## src/rtl/mmio_uart_tx.sv

```systemverilog
// mmio_uart_tx: bus-mapped 8N1 UART transmitter.
// CPU stores to TXDATA are queued in a small FIFO and shifted out LSB first
// at DIVISOR clocks per bit; STATUS exposes FIFO fill, activity and a sticky
// overflow flag. Only addr[3:2] is decoded; the access size code is ignored.
module mmio_uart_tx #(
  parameter int FIFO_DEPTH  = 8,
  parameter int DIV_DEFAULT = 434
) (
  input  logic        clock,
  input  logic        reset,
  input  logic        sel,
  input  logic        we,
  input  logic [31:0] addr,
  input  logic [2:0]  memOp,
  input  logic [31:0] din,
  output logic [31:0] dout,
  output logic        txd,
  output logic        busy
);

  localparam int AW = (FIFO_DEPTH > 1) ? $clog2(FIFO_DEPTH) : 1;
  localparam int CW = AW + 1;
  localparam logic [CW-1:0] DEPTH_C = CW'(FIFO_DEPTH);

  typedef enum logic [1:0] {IDLE, START, DATA, STOP} state_t;

  logic [7:0]    fifo_mem [FIFO_DEPTH];
  logic [CW-1:0] wr_ptr, rd_ptr, count, count_next;
  logic          fifo_full, fifo_empty;
  logic [15:0]   divisor;
  logic          overflow;
  state_t        state;
  logic [7:0]    shift;
  logic [15:0]   period, bit_cnt;
  logic [2:0]    bit_idx;
  logic          wr_req, push_req, push, pop, bit_end, frame_done, active_next;
  logic [3:0]    count_sat;
  logic [31:0]   rdata;
  logic          unused_bits;

  // Bus fields that carry no meaning for a word-wide register block.
  assign unused_bits = ^{memOp, addr[31:4], addr[1:0], din[31:16]};

  assign count      = wr_ptr - rd_ptr;
  assign fifo_full  = (count == DEPTH_C);
  assign fifo_empty = (count == '0);

  // Fullness is judged before any same-cycle pop, so a push into a full FIFO
  // is always dropped even while the transmitter frees a slot.
  assign wr_req     = sel & we;
  assign push_req   = wr_req & (addr[3:2] == 2'd0);
  assign push       = push_req & ~fifo_full;
  assign bit_end    = (bit_cnt == period - 16'd1);
  assign frame_done = (state == STOP) & bit_end;
  assign pop        = ~fifo_empty & ((state == IDLE) | frame_done);
  assign count_next = count + CW'(push) - CW'(pop);

  // After this cycle the FSM stays out of IDLE unless it is idle (or just
  // finishing a stop bit) with nothing to pop.
  assign active_next = ~(((state == IDLE) | frame_done) & ~pop);

  // STATUS count field saturates at 15 for deep FIFOs.
  always_comb begin
    count_sat = 4'(count);
    if (32'(count) > 32'd15) count_sat = 4'd15;
  end

  // Read-data mux by register index.
  always_comb begin
    rdata = 32'd0;
    case (addr[3:2])
      2'd1:    rdata = {24'd0, count_sat, overflow, busy, fifo_empty, fifo_full};
      2'd2:    rdata = {16'd0, divisor};
      default: rdata = 32'd0;
    endcase
  end

  // FIFO storage: written on accepted pushes, no reset needed.
  always_ff @(posedge clock) begin
    if (push) fifo_mem[wr_ptr[AW-1:0]] <= din[7:0];
  end

  // FIFO pointers; reset discards any queued bytes.
  always_ff @(posedge clock or negedge reset) begin
    if (!reset) begin
      wr_ptr <= '0;
      rd_ptr <= '0;
    end else begin
      if (push) wr_ptr <= wr_ptr + CW'(1);
      if (pop)  rd_ptr <= rd_ptr + CW'(1);
    end
  end

  // Control registers: sticky overflow and bit-period divisor (minimum 2).
  always_ff @(posedge clock or negedge reset) begin
    if (!reset) begin
      overflow <= 1'b0;
      divisor  <= 16'(DIV_DEFAULT);
    end else begin
      if (push_req && fifo_full)
        overflow <= 1'b1;
      else if (wr_req && addr[3:2] == 2'd1)
        overflow <= 1'b0;
      if (wr_req && addr[3:2] == 2'd2)
        divisor <= (din[15:0] < 16'd2) ? 16'd2 : din[15:0];
    end
  end

  // Registered read data, updated only on read accesses.
  always_ff @(posedge clock or negedge reset) begin
    if (!reset)          dout <= 32'd0;
    else if (sel && !we) dout <= rdata;
  end

  // Activity flag: frame pending next cycle or bytes left in the FIFO.
  always_ff @(posedge clock or negedge reset) begin
    if (!reset) busy <= 1'b0;
    else        busy <= active_next | (count_next != '0);
  end

  // Transmit FSM; the bit period is latched per frame so DIVISOR writes
  // only take effect from the next start bit.
  always_ff @(posedge clock or negedge reset) begin
    if (!reset) begin
      state   <= IDLE;
      shift   <= 8'd0;
      period  <= 16'd2;
      bit_cnt <= 16'd0;
      bit_idx <= 3'd0;
      txd     <= 1'b1;
    end else begin
      case (state)
        IDLE: begin
          txd <= 1'b1;
          if (pop) begin
            shift   <= fifo_mem[rd_ptr[AW-1:0]];
            period  <= divisor;
            bit_cnt <= 16'd0;
            bit_idx <= 3'd0;
            txd     <= 1'b0;
            state   <= START;
          end
        end
        START: begin
          if (bit_end) begin
            bit_cnt <= 16'd0;
            txd     <= shift[0];
            state   <= DATA;
          end else begin
            bit_cnt <= bit_cnt + 16'd1;
          end
        end
        DATA: begin
          if (bit_end) begin
            bit_cnt <= 16'd0;
            if (bit_idx == 3'd7) begin
              txd   <= 1'b1;
              state <= STOP;
            end else begin
              bit_idx <= bit_idx + 3'd1;
              shift   <= {1'b0, shift[7:1]};
              txd     <= shift[1];
            end
          end else begin
            bit_cnt <= bit_cnt + 16'd1;
          end
        end
        STOP: begin
          if (bit_end) begin
            bit_cnt <= 16'd0;
            if (pop) begin
              shift   <= fifo_mem[rd_ptr[AW-1:0]];
              period  <= divisor;
              bit_idx <= 3'd0;
              txd     <= 1'b0;
              state   <= START;
            end else begin
              state <= IDLE;
            end
          end else begin
            bit_cnt <= bit_cnt + 16'd1;
          end
        end
        default: begin
          state <= IDLE;
          txd   <= 1'b1;
        end
      endcase
    end
  end

endmodule

```

## config.mk

```make
export PLATFORM = sky130hd
export DESIGN_NAME = mmio_uart_tx
export DESIGN_NICKNAME = d
export VERILOG_FILES = /design/src/rtl/mmio_uart_tx.sv
export SDC_FILE = /design/constraint.sdc
export NUM_CORES = 1
export LEC_CHECK = 0
export CAP_MARGIN = 20
export CORE_UTILIZATION = 40
export CTS_CLUSTER_DIAMETER = 120
export CTS_CLUSTER_SIZE = 24
export DETAILED_ROUTE_END_ITERATION = 8
export GPL_TIMING_DRIVEN = 1
export PLACE_DENSITY = 0.68
export SLEW_MARGIN = 20
export SYNTH_ARGS = -nofsm -noshare
export SYNTH_HDL_FRONTEND = slang
export SYNTH_SLANG_ARGS = --single-unit
```

## constraint.sdc

```tcl
create_clock -name clock -period 4.9 [get_ports clock]
set_input_delay 0.735 -clock clock [delete_from_list [all_inputs] [get_ports clock]]
set_output_delay 0.735 -clock clock [all_outputs]
set_load 0.02 [all_outputs]
```

# Word-level counts from Yosys, hierarchy flattened
# Memories as Yosys holds them, arrays and structs flattened.
# Index checks and enable logic that the tools add are counted.
# word_totals
register_bits,104
mem_bits_rw,64
in_bits,71
out_inout_bits,34
n_memories,1
# mem_list
memory,depth,word_bits,read_ports,rd_clocked_by_memory_dff,write_ports,line_no,source
fifo_mem,8,8,1,0,1,27,logic [7:0] fifo_mem [FIFO_DEPTH];
# op_classes
addsub,8
n_lt_le_gt_ge,1
eq_ne,15
mux,36
n_bitwise,12
n_reduce_logical,17
# op_table
cell,count
case mux 16 bit (2 select lines),3
2-to-1 mux 16 bit,5
2-to-1 mux 8 bit,4
case mux 8 bit (3 select lines),1
"adder 16 x 1 -> 16 bit, second input constant",1
== test 16 bit,1
"< comparator 16 x 2 -> 1 bit, second input constant",1
"subtractor 16 x 1 -> 16 bit, second input constant",1
"!= test 2 bit, second input constant",7
2-to-1 mux 3 bit,4
2-to-1 mux 1 bit,11
2-to-1 mux 2 bit,5
case mux 3 bit (3 select lines),1
"adder 4 x 1 -> 4 bit, second input constant",2
case mux 2 bit (4 select lines),1
AND reduction 4 bit,2
bitwise AND 1 bit,6
"== test 2 bit, second input constant",3
AND reduction 5 bit,1
adder 4 x 1 -> 4 bit,1
"== test 2 x 1 -> 1 bit, second input constant",2
"== test 4 bit, second input constant",1
logical AND 1 bit,4
logical NOT 2 bit,2
14 further kinds,19

# Depth between registers and ports, before layout
# Gate-level depths: netlist (run 1).
# logic_depth
ltp_word,9
ltp_mapped,18
depth_no_buf,16

# Least setup slack after synthesis (run 1)
# Ideal clock, no wire load.
# synth_path
path_kind,register -> register
start,register rd_ptr[2]
end,register busy
t_arrival_ns,3.553
t_required_ns,4.749
path_slack_ns,1.196
stages_incl_launch_ff,19
period_less_slack_ns,3.704
path_cell_list,dfrtp_1 > clkbuf_1 > clkbuf_1 > inv_1 > ha_1 > a21oi_1 > xnor2_1 > inv_1 > ha_1 > and3_1 > clkbuf_1 > nor2b_1 > buf_2 > xor2_1 > ha_1 > fa_1 > xor2_1 > nor3_1 > nand4_1
# synth_between
elab_chain_len,8
elab_cells_between_ends,14
# synth_lines
item,line_no,source
"start, declared",28,"logic [CW-1:0] wr_ptr, rd_ptr, count, count_next;"
"start signal, assigned",90,if (pop) rd_ptr <= rd_ptr + CW'(1);
subtractor 4 bit *,44,assign count = wr_ptr - rd_ptr;
== test 4 bit or logical NOT 4 bit (tied branches),"45, 46",
"NOT 1 bit, on equally long branches","52, 55",
"bitwise AND 1 bit, on equally long branches","52, 55",
adder 4 x 1 -> 4 bit or NOT 1 bit (tied branches),"56, 60",
subtractor 4 x 1 -> 4 bit or bitwise AND 1 bit (tied branches),"56, 60",
nonzero test 4 bit or NOT 1 bit (tied branches),"118, 60",
bitwise OR 1 bit *,118,else busy <= active_next | (count_next != '0);
"end signal, assigned",118,
"end, declared",18,output logic busy
# Every way passes the cells marked *; elsewhere a longest branch is shown, timed or not.
# A chain may end at the register's enable or synchronous reset.

# Final worst setup path (run 1)
# layout_path
start,register period[1]
end,register busy
# layout_between
elab_chain_len,9
elab_cells_between_ends,11
# layout_lines
item,line_no,source
"start, declared",34,"logic [15:0] period, bit_cnt;"
"start signal, assigned",137,period <= divisor;
"start signal, assigned",173,period <= divisor;
subtractor 16 x 1 -> 16 bit *,53,assign bit_end = (bit_cnt == period - 16'd1);
== test 16 bit *,53,
bitwise AND 1 bit *,54,assign frame_done = (state == STOP) & bit_end;
bitwise OR 1 bit *,"55, 60",
"parallel branches: the longest is 4 deep, another holds subtractor 4 x 1 -> 4 bit",--,
bitwise OR 1 bit *,118,
# Mark *: on every way between the ends.

==> results of run 1 <==
==> stage by stage <==
step / hold slack (ps) / cells / instance area [sq um] / setup slack [ps]
after floorplan: 439.4 / 610 / 7452 / 1196
after global placement: 460.2 / 849 / 7970 / 718.5
after detailed placement: 474.8 / 849 / 7970 / 573.0
after CTS: 489.4 / 881 / 8537 / 541.7
after global routing: 460.9 / 881 / 8541 / 246.6
final: 365.0 / 881 / 8541 / 534.4
==> layer usage <==
layer	up-vias	routed length (um)	share of wire (%)
li1	2227	-	-
met3	28	666	4.5
met4	0	346	2.3
met1	2390	6660	45
met5	-	0	0
met2	115	7134	48
==> kinds of logic (layout without fill, tap and decap cells) <==
kind of cell | after synthesis | in the layout
and+or+nand+nor | 163 | 163
DFF | 152 | 152
AOI/OAI and AO/OA | 96 | 96
muxes | 66 | 66
buffers and inverters | 59 | 101
xor gates and xnor gates | 35 | 35
adders and majority gates | 23 | 23
other | 1 | 16
==> final cells by class <==
| class | instances | area [sq um] |
|---|---|---|
| multi-input combinational | 399 | 3017 |
| sequential | 152 | 4133 |
| clock buffer | 17 | 425.4 |
| inverter | 21 | 78.83 |
| clock inverter | 15 | 141.4 |
| timing repair buffer | 48 | 459.2 |
| tap | 229 | 286.5 |
| fill | 1557 | 9484 |
==> synth_stat cells (all sizes together) (4+ instances only) <==
master / instances
nand2: 84
nand3: 10
nor3: 9
nor2b: 4
mux2i: 10
xnor2: 24
xor2: 11
mux2: 40
dfstp: 7
a21oi: 5
o21ai: 56
nor4: 10
a22oi: 8
buf: 21
edfxtp: 64
ha: 21
and3: 12
inv: 21
dfrtp: 81
clkbuf: 17
nor2: 16
nand4: 4
mux4: 16
==> critical path, cell delays in order (launching register included) <==
cell and delay (ps):
dfstp_2 560, inv_1 70, ha_1 240, and2b_1 190, xnor2_1 120, o41ai_1 450
nand4_1 360, o41ai_1 700, nor2b_1 340, o21ai_0 230, ha_1 330, a21o_1 170
a21oi_1 180, xor2_1 160, nand4_1 120
==> registers in the layout (all words and copies together), names as in the netlist, 2 cells and up <==
signal,cells
wr_ptr,4
bit_cnt,16
period,16
divisor,16
bit_idx,3
shift,8
fifo_mem,64
rd_ptr,4
state,2
dout,16
==> worst max-delay path by stage <==
stage | slack [ps] | endpoint | startpoint | cells after the start
4_1_cts | 540 | busy | period[1] | 14
3_3_place_gp | 720 | busy | period[1] | 14
2_1_floorplan | 1200 | busy | rd_ptr[2] | 18
6_report | 530 | busy | period[1] | 14
3_5_place_dp | 570 | busy | period[1] | 14
5_1_grt | 250 | busy | period[1] | 14
==> power breakdown <==
group	switching (mW)	internal [mW]	leakage, nW
Combinational	1.00	0.922	1.40
Sequential	0.247	1.56	1.69
Clock	0.547	0.708	0.273
==> impl_metrics.yaml, run 1 <==
run_status:
  status: "completed"
setup_path:
  required_ps: 5160
  setup.worst_path.end_class: "flip-flop"
  path_max_fanout: 5
  setup.worst_path.start_class: "flip-flop"
  crit_arrival_ps: 4630
  r2r_cells: 14
  rrSetupSlack_ps: 530
  rr_endpoint: "busy"
  timing.rr.start: "period[1]"
  crit_type: "flip-flop to flip-flop"
global_routing:
  grt_max_degree: 89
  grt_overflow_total: 0
  use_met1_pct: 22.50
  grt_busiest_layer: "met2"
  grt_pass1_vias: 4703
  grt_pass1_wl_mm: 24.31
  grtUsageMet2_pct: 26.61
  grt_usage_pct: 16.95
  antenna_found_initial: 0
  grtUsageMet3_pct: 4.020
synth:
  synth.area.mux_share_pct: 12.77
  synth_cell_type_count: 59
  synth_top_cell_area_share_pct: 27.41
  synth_top_family_by_area: "multiplexers"
  synth_area_leaders: "dfrtp_1 (27%), edfxtp_1 (26%), mux4_2 (4.9%)"
  syn_inst: 595
  yosys.area.top_type: "dfrtp_1"
  synth_edf_count: 64
  synth-compound-area-share_pct: 8.053
  synth_xor_area_share_pct: 4.145
  synth-main-ff-cell: "dfrtp_1"
  synth-simple-area-share_pct: 10.91
  yosys_register_bits: 152
  async_flop_share_pct: 57.89
  synth_fa_ha_area_share_pct: 4.094
  syn_area_sq_um: 7396
  synth-seq-area-share_pct: 55.88
  synth.avg_cell_area_sq_um: 12.43
  ys_warn_count: 0
final_layout:
  layout_commonest_cell: "nand2_1"
  final_cell_mix: "nand2_1 (83), dfrtp_1 (81), edfxtp_1 (64)"
  syn_to_final_growth_pct: 15.48
  utilization_pct: 47.38
  num-nets-final: 733
  antenna_cells: 0
  drive_gt1_share_pct: 17.18
sta:
  slew_headroom_pct: 42.34
  tns_ps: 0
  skew_ps: 8.772
  worst_slew_pin_slew_ps: 861.7
  finalMaxSlewViolations: 0
  hold_viol_final: 0
  fin_crit_sh_pct: 89.09
  fmax_ghz: 0.2291
  min_period_ps: 4366
  rsz0062_at_grt: "no"
  setup_viol: 0
flow_run:
  maxCapViolCount: 0
pwr:
  power.density_nw_per_um2: 584.4
  power.leakage_nw: 3.364
  vdd_drop_max_mv: 0.3984
  power_mw: 4.991
detailed_routing:
  wl_mm: 14.81
  drc: 0
  dr.pass1.iters: 5
  vias: 4760
  first_iter_violations: 330
  wl_per_cell_um: 16.81
  viasPerCell: 5.403
  drtAntennaViolNets: 0
clock_network:
  clockBufferDepth: 2
  cts_sinks: 152
  clock_latency_ps: 430
  root_buffer: "clkbuf_16"
  clk_pin_slew_ps: 60
  cts-htree-levels: 4
  cts_buffers: 17
  cts_resized: 0
  cts_tree: "done"
  postCtsHoldBufs: 0
  postCtsSetupBuffers: 0
die:
  core_area_sq_um: 18020
  rows: 49
  start_util_pct: 41.03
  die_y_um: 138.0
  boundaryPins: 105
  die_w_um: 138.0
  dieArea_sq_um: 19040
worst_hold_path:
  hp-class: "input port to asynchronous set/reset pin"
placed_design:
  port_buffers: 39
  dp_hpwl_mm: 10.23
  place.gp.congestion: 0.8397
(Power assumes the default switching activity.)
==> run 2, diff against run 1 <==
--- a/config.mk
+++ b/config.mk
@@ -6,12 +6,13 @@
 export NUM_CORES = 1
 export LEC_CHECK = 0
 export CAP_MARGIN = 20
-export CORE_UTILIZATION = 40
+export CORE_MARGIN = 5
+export CORE_UTILIZATION = 55
 export CTS_CLUSTER_DIAMETER = 120
 export CTS_CLUSTER_SIZE = 24
 export DETAILED_ROUTE_END_ITERATION = 8
 export GPL_TIMING_DRIVEN = 1
-export PLACE_DENSITY = 0.68
+export PLACE_DENSITY = 0.86
 export SLEW_MARGIN = 20
 export SYNTH_ARGS = -nofsm -noshare
 export SYNTH_HDL_FRONTEND = slang
==> constraint.sdc (replaced) <==
create_clock -name clock -period 4.9 [get_ports clock]
set_input_delay 0.735 -clock clock [delete_from_list [all_inputs] [get_ports clock]]
set_output_delay 0.735 -clock clock [all_outputs]
set_load 0.1 [all_outputs]
==> run 2 against run 1 <==
Net effect:
- core utilization rose by 17 points
- sequential power about the same
- worst hold slack gained 7.0 ps
- first-iteration DRC count increased by 34%
- count of clock-buffer cells in the layout increased by 7
- register-to-register slack got worse by 140 ps
- sequential cell count stayed put
- fmax fell by 3.2%
- critical path type unchanged
==> impl_metrics.yaml, run 2 (synthesis gave the netlist of run 1 again) <==
worst_hold_path:
  hp-class: "input port to asynchronous set/reset pin"
setup_path:
  setup.worst_path.start_class: "flip-flop"
  cp_cell_sequence: "inv_1 -> ha_1 -> xnor2_1 -> a2111oi_1 -> o2111ai_1 -> o41ai_2 -> nor2b_1 -> o21ai_0 -> ha_1 -> a21o_1 -> a21oi_1 -> xor2_1 -> nand4_1"
  required_ps: 5140
  path_buf_inv: 1
  setup.worst_path.end_class: "flip-flop"
  crit_arrival_ps: 4750
  crit_type: "flip-flop to flip-flop"
  cpMostUsedCell: "ha_1"
  path_max_fanout: 7
  cp_top_family: "compound AO/OA/AOI/OAI gates"
  slowest_delay_ps: 570
  crit_slowest_cell: "dfstp_2"
clock_network:
  cts_tree: "done"
  clockBufferDepth: 2
  clock_latency_ps: 420
  cts_buffers: 17
  clk_pin_slew_ps: 60
  cts_sinks: 152
  root_buffer: "clkbuf_16"
  postCtsSetupBuffers: 0
  cts-htree-levels: 4
die:
  die_w_um: 126.0
  start_util_pct: 56.07
  dieArea_sq_um: 15870
  rows: 42
  die_y_um: 126.0
  boundaryPins: 105
  core_area_sq_um: 13190
pwr:
  p_seq_share_pct: 34.4
  power.leakage_nw: 3.379
  vdd_drop_max_mv: 0.4427
  intPower_mw: 3.342
  swShare_pct: 37.07
  power_mw: 5.311
  power.switching_mw: 1.969
  clockPowerShare_pct: 25.3
  p_comb_share_pct: 40.4
  power.density_nw_per_um2: 624.0
global_routing:
  grt_overflow_total: 0
  grt_usage_pct: 20.24
  grt_pass1_wl_mm: 25.63
  grt_max_degree: 89
  antenna_found_initial: 0
  grt_pass1_vias: 4880
final_layout:
  multiInputGateArea_sq_um: 3024
  antenna_cells: 0
  largest_reg_flops: 64
  syn_to_final_growth_pct: 15.09
  num-nets-final: 731
  utilization_pct: 64.53
  nFillCells: 905
  final_cell_mix: "nand2_1 (83), dfrtp_1 (81), edfxtp_1 (64)"
  drive_gt1_share_pct: 16.15
  regArea_sq_um: 4133
  layout_commonest_cell: "nand2_1"
placed_design:
  port_buffers: 39
  place.gp.congestion: 0.8535
  dp_slack_ps: 436.5
  dp_hpwl_mm: 10.56
sta:
  hold_viol_final: 0
  fin_crit_sh_pct: 92.00
  tns_ps: 0
  min_period_ps: 4508
  skew_ps: 5.501
  rsz0062_at_grt: "no"
  worst_slew_pin_slew_ps: 1010
  finalMaxSlewViolations: 0
  hold_ws_ps: 372.1
  fmax_ghz: 0.2218
  worst_slack_ps: 391.9
  slew_headroom_pct: 32.48
  setup_viol: 0
detailed_routing:
  viasPerCell: 5.924
  wl_per_cell_um: 18.70
  dr.pass1.iters: 7
  first_iter_violations: 442
  vias: 4893
  drtAntennaViolNets: 0
  wl_mm: 15.45
  drc: 0
run_status:
  status: "completed"
flow_run:
  maxCapViolCount: 0
[run 2: repair_timing]
action                                  in CTS  in global routing
gates resized for setup                      0                  1
hold buffers                                 0                  0
endpoints found under the setup margin       0                  1
hold endpoints to repair                     0                  0
[run 2: per-layer routing]
layer | track usage, % | wire length [um] | vias up
met1 | 26.36 | 6241 | 2447
met4 | 7.192 | 287 | 0
met2 | 33.43 | 7881 | 211
li1 | - | - | 2206
met3 | 4.826 | 1035 | 29
met5 | 0 | 0 | -
[run 2: final timing paths]
path                                 from          end  slack, ps  depth (start not counted)
worst min register to register        txd          txd        480                          2
worst min-delay path                reset  divisor[15]        370                          1
max in group asynchronous           reset     state[1]       4030                          1
worst max-delay path            period[1]         busy        390                         13
min in group clock                    txd          txd        480                          2
worst max register to register  period[1]         busy        390                         13
[run 2: metrics by stage]
stage	cells	cell area, sq um
floorplan	610	7452
global placement	794	7889
detailed placement	794	7889
CTS	826	8501
global route	826	8512
finish	826	8512
[run 2: final cells by class]
type,instances,area share (%)
clock buffers,24,5.792
clock inverters,8,1.396
inverters,21,0.9261
multi-input cells,399,35.53
flip-flops and latches,152,48.55
well taps,176,2.587
repair buffers,46,5.218
[run 2: power by group through the flow]
stage / clock network, mW / logic [mW] / registers (mW)
after global routing: 1.42 / 2.32 / 1.85
after global placement: 0 / 1.97 / 1.81
after floorplan: 0 / 1.55 / 1.91
after CTS: 1.35 / 2.13 / 1.82
after detailed placement: 0 / 2.10 / 1.84
final: 1.34 / 2.15 / 1.82
